### config.mk
export PLATFORM = sky130hd
export DESIGN_NAME = grp_read_sched
export DESIGN_NICKNAME = d
export VERILOG_FILES = /design/src/rtl/mem_pool_pkg.sv /design/src/rtl/rr_arbiter3.sv /design/src/rtl/grp_read_sched.sv
export SDC_FILE = /design/constraint.sdc
export NUM_CORES = 1
export LEC_CHECK = 0
export CAP_MARGIN = 0
export CORE_AREA = 4 4 479 481
export CTS_BUF_LIST = sky130_fd_sc_hd__clkbuf_8
export DETAILED_ROUTE_END_ITERATION = 12
export DIE_AREA = 0 0 483 485
export GPL_TIMING_DRIVEN = 0
export PLACE_DENSITY = 0.42
export SETUP_SLACK_MARGIN = 0.5
export SLEW_MARGIN = 25
export SYNTH_ARGS = -nofsm -noshare
export SYNTH_HDL_FRONTEND = slang
export SYNTH_SLANG_ARGS = --single-unit
### constraint.sdc
create_clock -name clk -period 3.5 [get_ports clk]
set_input_delay 0.525 -clock clk [delete_from_list [all_inputs] [get_ports clk]]
set_output_delay 0.525 -clock clk [all_outputs]
set_load 0.005 [all_outputs]
### src/rtl/mem_pool_pkg.sv
// Shared definitions for the image memory pool: requester indices, owner tag
// type and the round-robin pointer encoding.
package mem_pool_pkg;

    localparam int unsigned REQ_NUM  = 3;
    localparam int unsigned REQ_CONV = 0;
    localparam int unsigned REQ_MISC = 1;
    localparam int unsigned REQ_SAVE = 2;

    // One-hot owner tag, bit index = requester index; zero means no owner.
    typedef logic [REQ_NUM-1:0] req_tag_t;

    typedef enum logic [1:0] {
        PTR_CONV = 2'd0,
        PTR_MISC = 2'd1,
        PTR_SAVE = 2'd2
    } rr_ptr_e;

endpackage

### src/rtl/rr_arbiter3.sv
// Three-way grant logic for grp_read_sched. GRP_READ_SCHED_RR_EN selects
// round-robin (conv->misc->save->conv); otherwise fixed priority conv > misc > save.
module rr_arbiter3
    import mem_pool_pkg::*;
(
    input  logic           clk,
    input  logic           rst_n,
    input  logic [2:0]     req,
    input  logic           advance,
    output logic [2:0]     grant
);

`ifdef GRP_READ_SCHED_RR_EN
    rr_ptr_e ptr_q, ptr_d;

    always_ff @(posedge clk or negedge rst_n) begin
        if (!rst_n) ptr_q <= PTR_CONV;
        else        ptr_q <= ptr_d;
    end

    // Pointer moves to the requester following the winner.
    always_comb begin
        ptr_d = ptr_q;
        if (advance) begin
            if (grant[REQ_CONV])      ptr_d = PTR_MISC;
            else if (grant[REQ_MISC]) ptr_d = PTR_SAVE;
            else if (grant[REQ_SAVE]) ptr_d = PTR_CONV;
        end
    end

    always_comb begin
        grant = '0;
        unique case (ptr_q)
            PTR_CONV: begin
                if (req[0])      grant = 3'b001;
                else if (req[1]) grant = 3'b010;
                else if (req[2]) grant = 3'b100;
            end
            PTR_MISC: begin
                if (req[1])      grant = 3'b010;
                else if (req[2]) grant = 3'b100;
                else if (req[0]) grant = 3'b001;
            end
            PTR_SAVE: begin
                if (req[2])      grant = 3'b100;
                else if (req[0]) grant = 3'b001;
                else if (req[1]) grant = 3'b010;
            end
            default: grant = '0;
        endcase
    end
`else
    logic unused_arb_inputs;
    assign unused_arb_inputs = ^{clk, rst_n, advance};

    always_comb begin
        grant = '0;
        if (req[0])      grant = 3'b001;
        else if (req[1]) grant = 3'b010;
        else if (req[2]) grant = 3'b100;
    end
`endif

endmodule

### src/rtl/grp_read_sched.sv
// Per-group read scheduler: arbitrates conv/misc/save onto one bank read port,
// tags each issue through the RAM latency and returns data to its owner.
// Arbitration mode is selected by GRP_READ_SCHED_RR_EN (see rr_arbiter3).
module grp_read_sched
    import mem_pool_pkg::*;
#(
    parameter int unsigned ROW_PARA        = 4,
    parameter int unsigned CHL_PARA        = 8,
    parameter int unsigned BANK_ADDR_WIDTH = 12,
    parameter int unsigned BANK_UNIT_WIDTH = 8,
    parameter int unsigned RAM_LAT         = 2
) (
    input  logic                                          clk,
    input  logic                                          rst_n,
    input  logic                                          conv_read_valid_i,
    input  logic [ROW_PARA-1:0]                           conv_read_bank_en_i,
    input  logic [ROW_PARA*BANK_ADDR_WIDTH-1:0]           conv_read_addr_i,
    output logic                                          conv_read_ready_o,
    output logic [ROW_PARA*BANK_UNIT_WIDTH*CHL_PARA-1:0]  conv_read_data_o,
    output logic                                          conv_read_data_valid_o,
    input  logic                                          misc_read_valid_i,
    input  logic [ROW_PARA-1:0]                           misc_read_bank_en_i,
    input  logic [ROW_PARA*BANK_ADDR_WIDTH-1:0]           misc_read_addr_i,
    output logic                                          misc_read_ready_o,
    output logic [ROW_PARA*BANK_UNIT_WIDTH*CHL_PARA-1:0]  misc_read_data_o,
    output logic                                          misc_read_data_valid_o,
    input  logic                                          save_read_valid_i,
    input  logic [ROW_PARA-1:0]                           save_read_bank_en_i,
    input  logic [ROW_PARA*BANK_ADDR_WIDTH-1:0]           save_read_addr_i,
    output logic                                          save_read_ready_o,
    output logic [ROW_PARA*BANK_UNIT_WIDTH*CHL_PARA-1:0]  save_read_data_o,
    output logic                                          save_read_data_valid_o,
    output logic [ROW_PARA-1:0]                           ram_read_bank_en_o,
    output logic [ROW_PARA*BANK_ADDR_WIDTH-1:0]           ram_read_addr_o,
    input  logic [ROW_PARA*BANK_UNIT_WIDTH*CHL_PARA-1:0]  ram_read_data_i
);

    localparam int unsigned DW = ROW_PARA * BANK_UNIT_WIDTH * CHL_PARA;
    localparam int unsigned AW = ROW_PARA * BANK_ADDR_WIDTH;

    logic [2:0]          req;
    logic [2:0]          grant;
    logic [ROW_PARA-1:0] issue_en_d, issue_en_q;
    logic [AW-1:0]       issue_addr_d, issue_addr_q;
    req_tag_t            tag_q [RAM_LAT+1];
    req_tag_t            ret_valid_q;
    logic [DW-1:0]       ret_data_q [REQ_NUM];

    assign req = {save_read_valid_i, misc_read_valid_i, conv_read_valid_i};

    rr_arbiter3 u_arb (
        .clk     (clk),
        .rst_n   (rst_n),
        .req     (req),
        .advance (|grant),
        .grant   (grant)
    );

    assign conv_read_ready_o = grant[REQ_CONV];
    assign misc_read_ready_o = grant[REQ_MISC];
    assign save_read_ready_o = grant[REQ_SAVE];

    always_comb begin
        issue_en_d   = '0;
        issue_addr_d = issue_addr_q;
        if (grant[REQ_CONV]) begin
            issue_en_d   = conv_read_bank_en_i;
            issue_addr_d = conv_read_addr_i;
        end else if (grant[REQ_MISC]) begin
            issue_en_d   = misc_read_bank_en_i;
            issue_addr_d = misc_read_addr_i;
        end else if (grant[REQ_SAVE]) begin
            issue_en_d   = save_read_bank_en_i;
            issue_addr_d = save_read_addr_i;
        end
    end

    // tag_q[0] rides with the issue register; tag_q[RAM_LAT] lines up with RAM data.
    always_ff @(posedge clk or negedge rst_n) begin
        if (!rst_n) begin
            issue_en_q   <= '0;
            issue_addr_q <= '0;
            for (int unsigned i = 0; i <= RAM_LAT; i++) tag_q[i] <= '0;
        end else begin
            issue_en_q   <= issue_en_d;
            issue_addr_q <= issue_addr_d;
            tag_q[0]     <= grant;
            for (int unsigned i = 1; i <= RAM_LAT; i++) tag_q[i] <= tag_q[i-1];
        end
    end

    always_ff @(posedge clk or negedge rst_n) begin
        if (!rst_n) begin
            ret_valid_q <= '0;
            for (int unsigned r = 0; r < REQ_NUM; r++) ret_data_q[r] <= '0;
        end else begin
            ret_valid_q <= tag_q[RAM_LAT];
            for (int unsigned r = 0; r < REQ_NUM; r++) begin
                if (tag_q[RAM_LAT][r]) ret_data_q[r] <= ram_read_data_i;
            end
        end
    end

    assign ram_read_bank_en_o     = issue_en_q;
    assign ram_read_addr_o        = issue_addr_q;
    assign conv_read_data_o       = ret_data_q[REQ_CONV];
    assign misc_read_data_o       = ret_data_q[REQ_MISC];
    assign save_read_data_o       = ret_data_q[REQ_SAVE];
    assign conv_read_data_valid_o = ret_valid_q[REQ_CONV];
    assign misc_read_data_valid_o = ret_valid_q[REQ_MISC];
    assign save_read_data_valid_o = ret_valid_q[REQ_SAVE];

endmodule

==> out/qor.txt <==
Finished Cell Area - 51200 um2
Seq cells post-synth - 832
Worst-Skew Late Latency - 0.92 ns
Post-CTS Repair Setup Buffers - 0
DRC - 0
Register-to-Register Path Depth - 3
Avg WL per Cell - 27.5 um
Final hold slack - 0.201 ns
Post-DP HPWL - 142000 um
Slew HR - 46.5%
Post-synth EDFFs - 0
Pre-CTS WS - -0.782 ns
Setup Skew - 0.0955 ns
Synth Net Count - 2295
Register share of total power - 40.9%
Sequential cell area fraction in the yosys report - 66.9%
Io pins - 1243
Die Ht - 485 um
Clock network fraction of total power - 36.6%
Number of DRC markers in iteration 0 - 866
Mapped Avg Cell Area - 16.6 um2
Initial Utilization - 13.9%
Crit path time final - 2.94 ns
Die area - 234000 um2
Outcome - finished clean
Metal-1 WL - 68800 um
TritonCTS clock tree - yes
Tightest Pin Transition - 0.799 ns
Routed WL - 178000 um
Reg2reg start - tag_q[2]
Max-cap violations - 0
Core box area - 225000 um2
H-tree depth - 4
Syn-to-layout area delta - 64.3%
Drt via density - 3.55
Met2 wire length - 85100 um
Final setup margin - 0.562 ns
Final Total Pwr - 28800 uW
DR pass1 iterations - 5
Die width - 483 um
Hold Fails Final Rpt - 0
Critical path class - in2out
Critical path arrival - 2.41 ns
VDD IR max - 0.405 mV
Crit path capture type - output pin
Async SR Flop Fraction - 100%
NetSw - 8360 uW
Sink Count - 832
CTS root buffer - clkbuf_8
Utilization after layout - 22.8%
First-pass GRT wire length - 235000 um
Post-layout nets - 3718
Worst Setup Start Kind - input pin
Via count - 22900
Layout cells sized above 1 - 33.4%
CTS buffer count - 166
Hold WC Path Type - in2reg
Placed Area - 47500 um2
Hold depth - 3
Setup violators final - 0
Largest net degree at the start of global routing - 118
Vias in the first global route - 25000
Max clock buf depth - 3
Num rows - 174
Syn Inst Count - 1878
Comb pwr share - 22.6%
Hold_sp - conv_read_bank_en_i[1]
Port bufs - 1242
Synth unique cells - 19
Synth Cell Area - 31100 um2
Gr usage total - 14.7%
WL met3 - 19000 um
CP required - 2.97 ns
Grt total ovfl - 0
Yosys warns - 0
Initial antenna violation count - 62
Net Sw Frac - 29.1%
Critical path peak fanout - 10
Top FF cell, synth - dfrtp_1
FMAX - 340 MHz
Final RePlAce weighted congestion - 0.874
Crit path from - conv_read_valid_i
Int Power - 20400 uW
Period utilization - 84.0%
Clock slew at reported path FFs - 0.05 ns
DRT antenna net count - 0
Uppermost layer routed - met5
Fin. max-slew vios - 0
Leakage - 0.0205 uW
PD cells - 562 nW/um2
Unrepaired setup endpoints after global routing - yes
Count of filler cells inserted in the layout - 24000
==> layout make-up <==
cell class | instances | area [um2] | share of cell area [%]
antenna | 18 | 45.0 | 0.0880
buffer | 111 | 584 | 1.14
clock buffer | 212 | 2920 | 5.70
clock inverter | 92 | 558 | 1.09
inverter | 2 | 13.8 | 0.0269
multi-input combinational | 933 | 9730 | 19.0
sequential | 832 | 20800 | 40.7
tap | 2992 | 3740 | 7.32
timing repair buffer | 1255 | 12700 | 24.9
==> worst max-delay path: stages <==
cell	delay, ns
clkdlybuf4s15_2	0.33
buf_4	0.28
clkinv_2	0.24
clkbuf_8	0.29
and3_1	0.19
clkdlybuf4s50_1	0.53
==> power by group through the flow <==
stage               clock network, uW  logic [uW]  registers (uW)
floorplan                           0        1530           11900
global placement                    0        6620           12000
detailed placement                  0        6660           11900
CTS                             11100        6700           11800
global route                    11500        6910           11900
finish                          10500        6500           11800
==> timing repair <==
action,CTS,global route
cloned,0,1
resized for setup,12,5
pin swaps,0,0
hold buffers,4,0
setup endpoints to repair,2,47
endpoints found under the hold margin,215,0
==> synthesized netlist by cell type (2+ instances only) <==
cell type | instances | area (um2)
and2_1 | 4 | 25.0
o21ai_0 | 4 | 20.0
clkbuf_1 | 13 | 48.8
o22ai_2 | 20 | 250
a31oi_1 | 4 | 25.0
buf_4 | 5 | 37.5
buf_2 | 90 | 450
nand2_1 | 4 | 15.0
nor2_1 | 2 | 7.51
a21oi_1 | 48 | 240
dfrtp_1 | 832 | 20800
o22ai_1 | 75 | 469
mux2_2 | 768 | 8650
buf_6 | 3 | 33.8
inv_2 | 2 | 7.51
==> path summary, 6_finish.rpt <==
| kind | slack [ns] | to |
|---|---|---|
| max | 0.56 | save_read_ready_o |
| min | 0.20 | ram_read_bank_en_o[1] |
| max reg2reg | 0.99 | save_read_data_o[62] |
| min reg2reg | 0.31 | tag_q[4] |
| max in group asynchronous | 0.96 | save_read_data_o[248] |
| min in group asynchronous | 0.27 | ram_read_addr_o[21] |
==> flip-flops by register name (all words and copies together) (netlist names) <==
register,count
tag_q,9
ram_read_addr_o,48
misc_read_data_o,256
conv_read_data_o,256
ret_valid_q,3
save_read_data_o,256
ram_read_bank_en_o,4
==> kinds of logic (layout without fill, tap and decap cells) <==
kind of cell | count (synthesis) | after routing | synth area share, %
simple gates | 13 | 13 | 0.229
mux | 768 | 768 | 27.8
flops | 832 | 832 | 66.9
other cells | 0 | 18 | 0
compound gates | 152 | 152 | 3.26
buf+inv | 113 | 1672 | 1.86
==> through the flow <==
step | TNS, ns | cells
final | 0 | 6447
after global routing | 0 | 6430
after CTS | 0 | 6428
after detailed placement | -1.31 | 6120
after global placement | - | 6112
after floorplan | 0 | 1878
==> cells in the final DEF, fill, tap and decap left out, types with 2 or more instances in the layout <==
cell type and n:
a21oi_1 48, a31oi_1 4, and2_1 4, buf_16 9, buf_2 89, buf_4 6, buf_6 3, clkbuf_1 11
clkbuf_8 213, clkdlybuf4s15_2 2, clkdlybuf4s50_1 1238, clkinv_2 15, clkinvlp_4 5, dfrtp_1 832, diode_2 18, dlygate4sd3_1 3
inv_1 59, inv_12 5, inv_6 3, inv_8 3, mux2_2 768, nand2_1 4, nor2_1 2, o21ai_0 4
o22ai_1 75, o22ai_2 20
==> layer usage <==
metal  up-vias  track usage (%)
met5         -                0
met3       246             6.65
met2      1123             24.6
li1       9698                -
met4        30             4.17
met1     11800             16.9
Power figures use the tool's default switching activity.
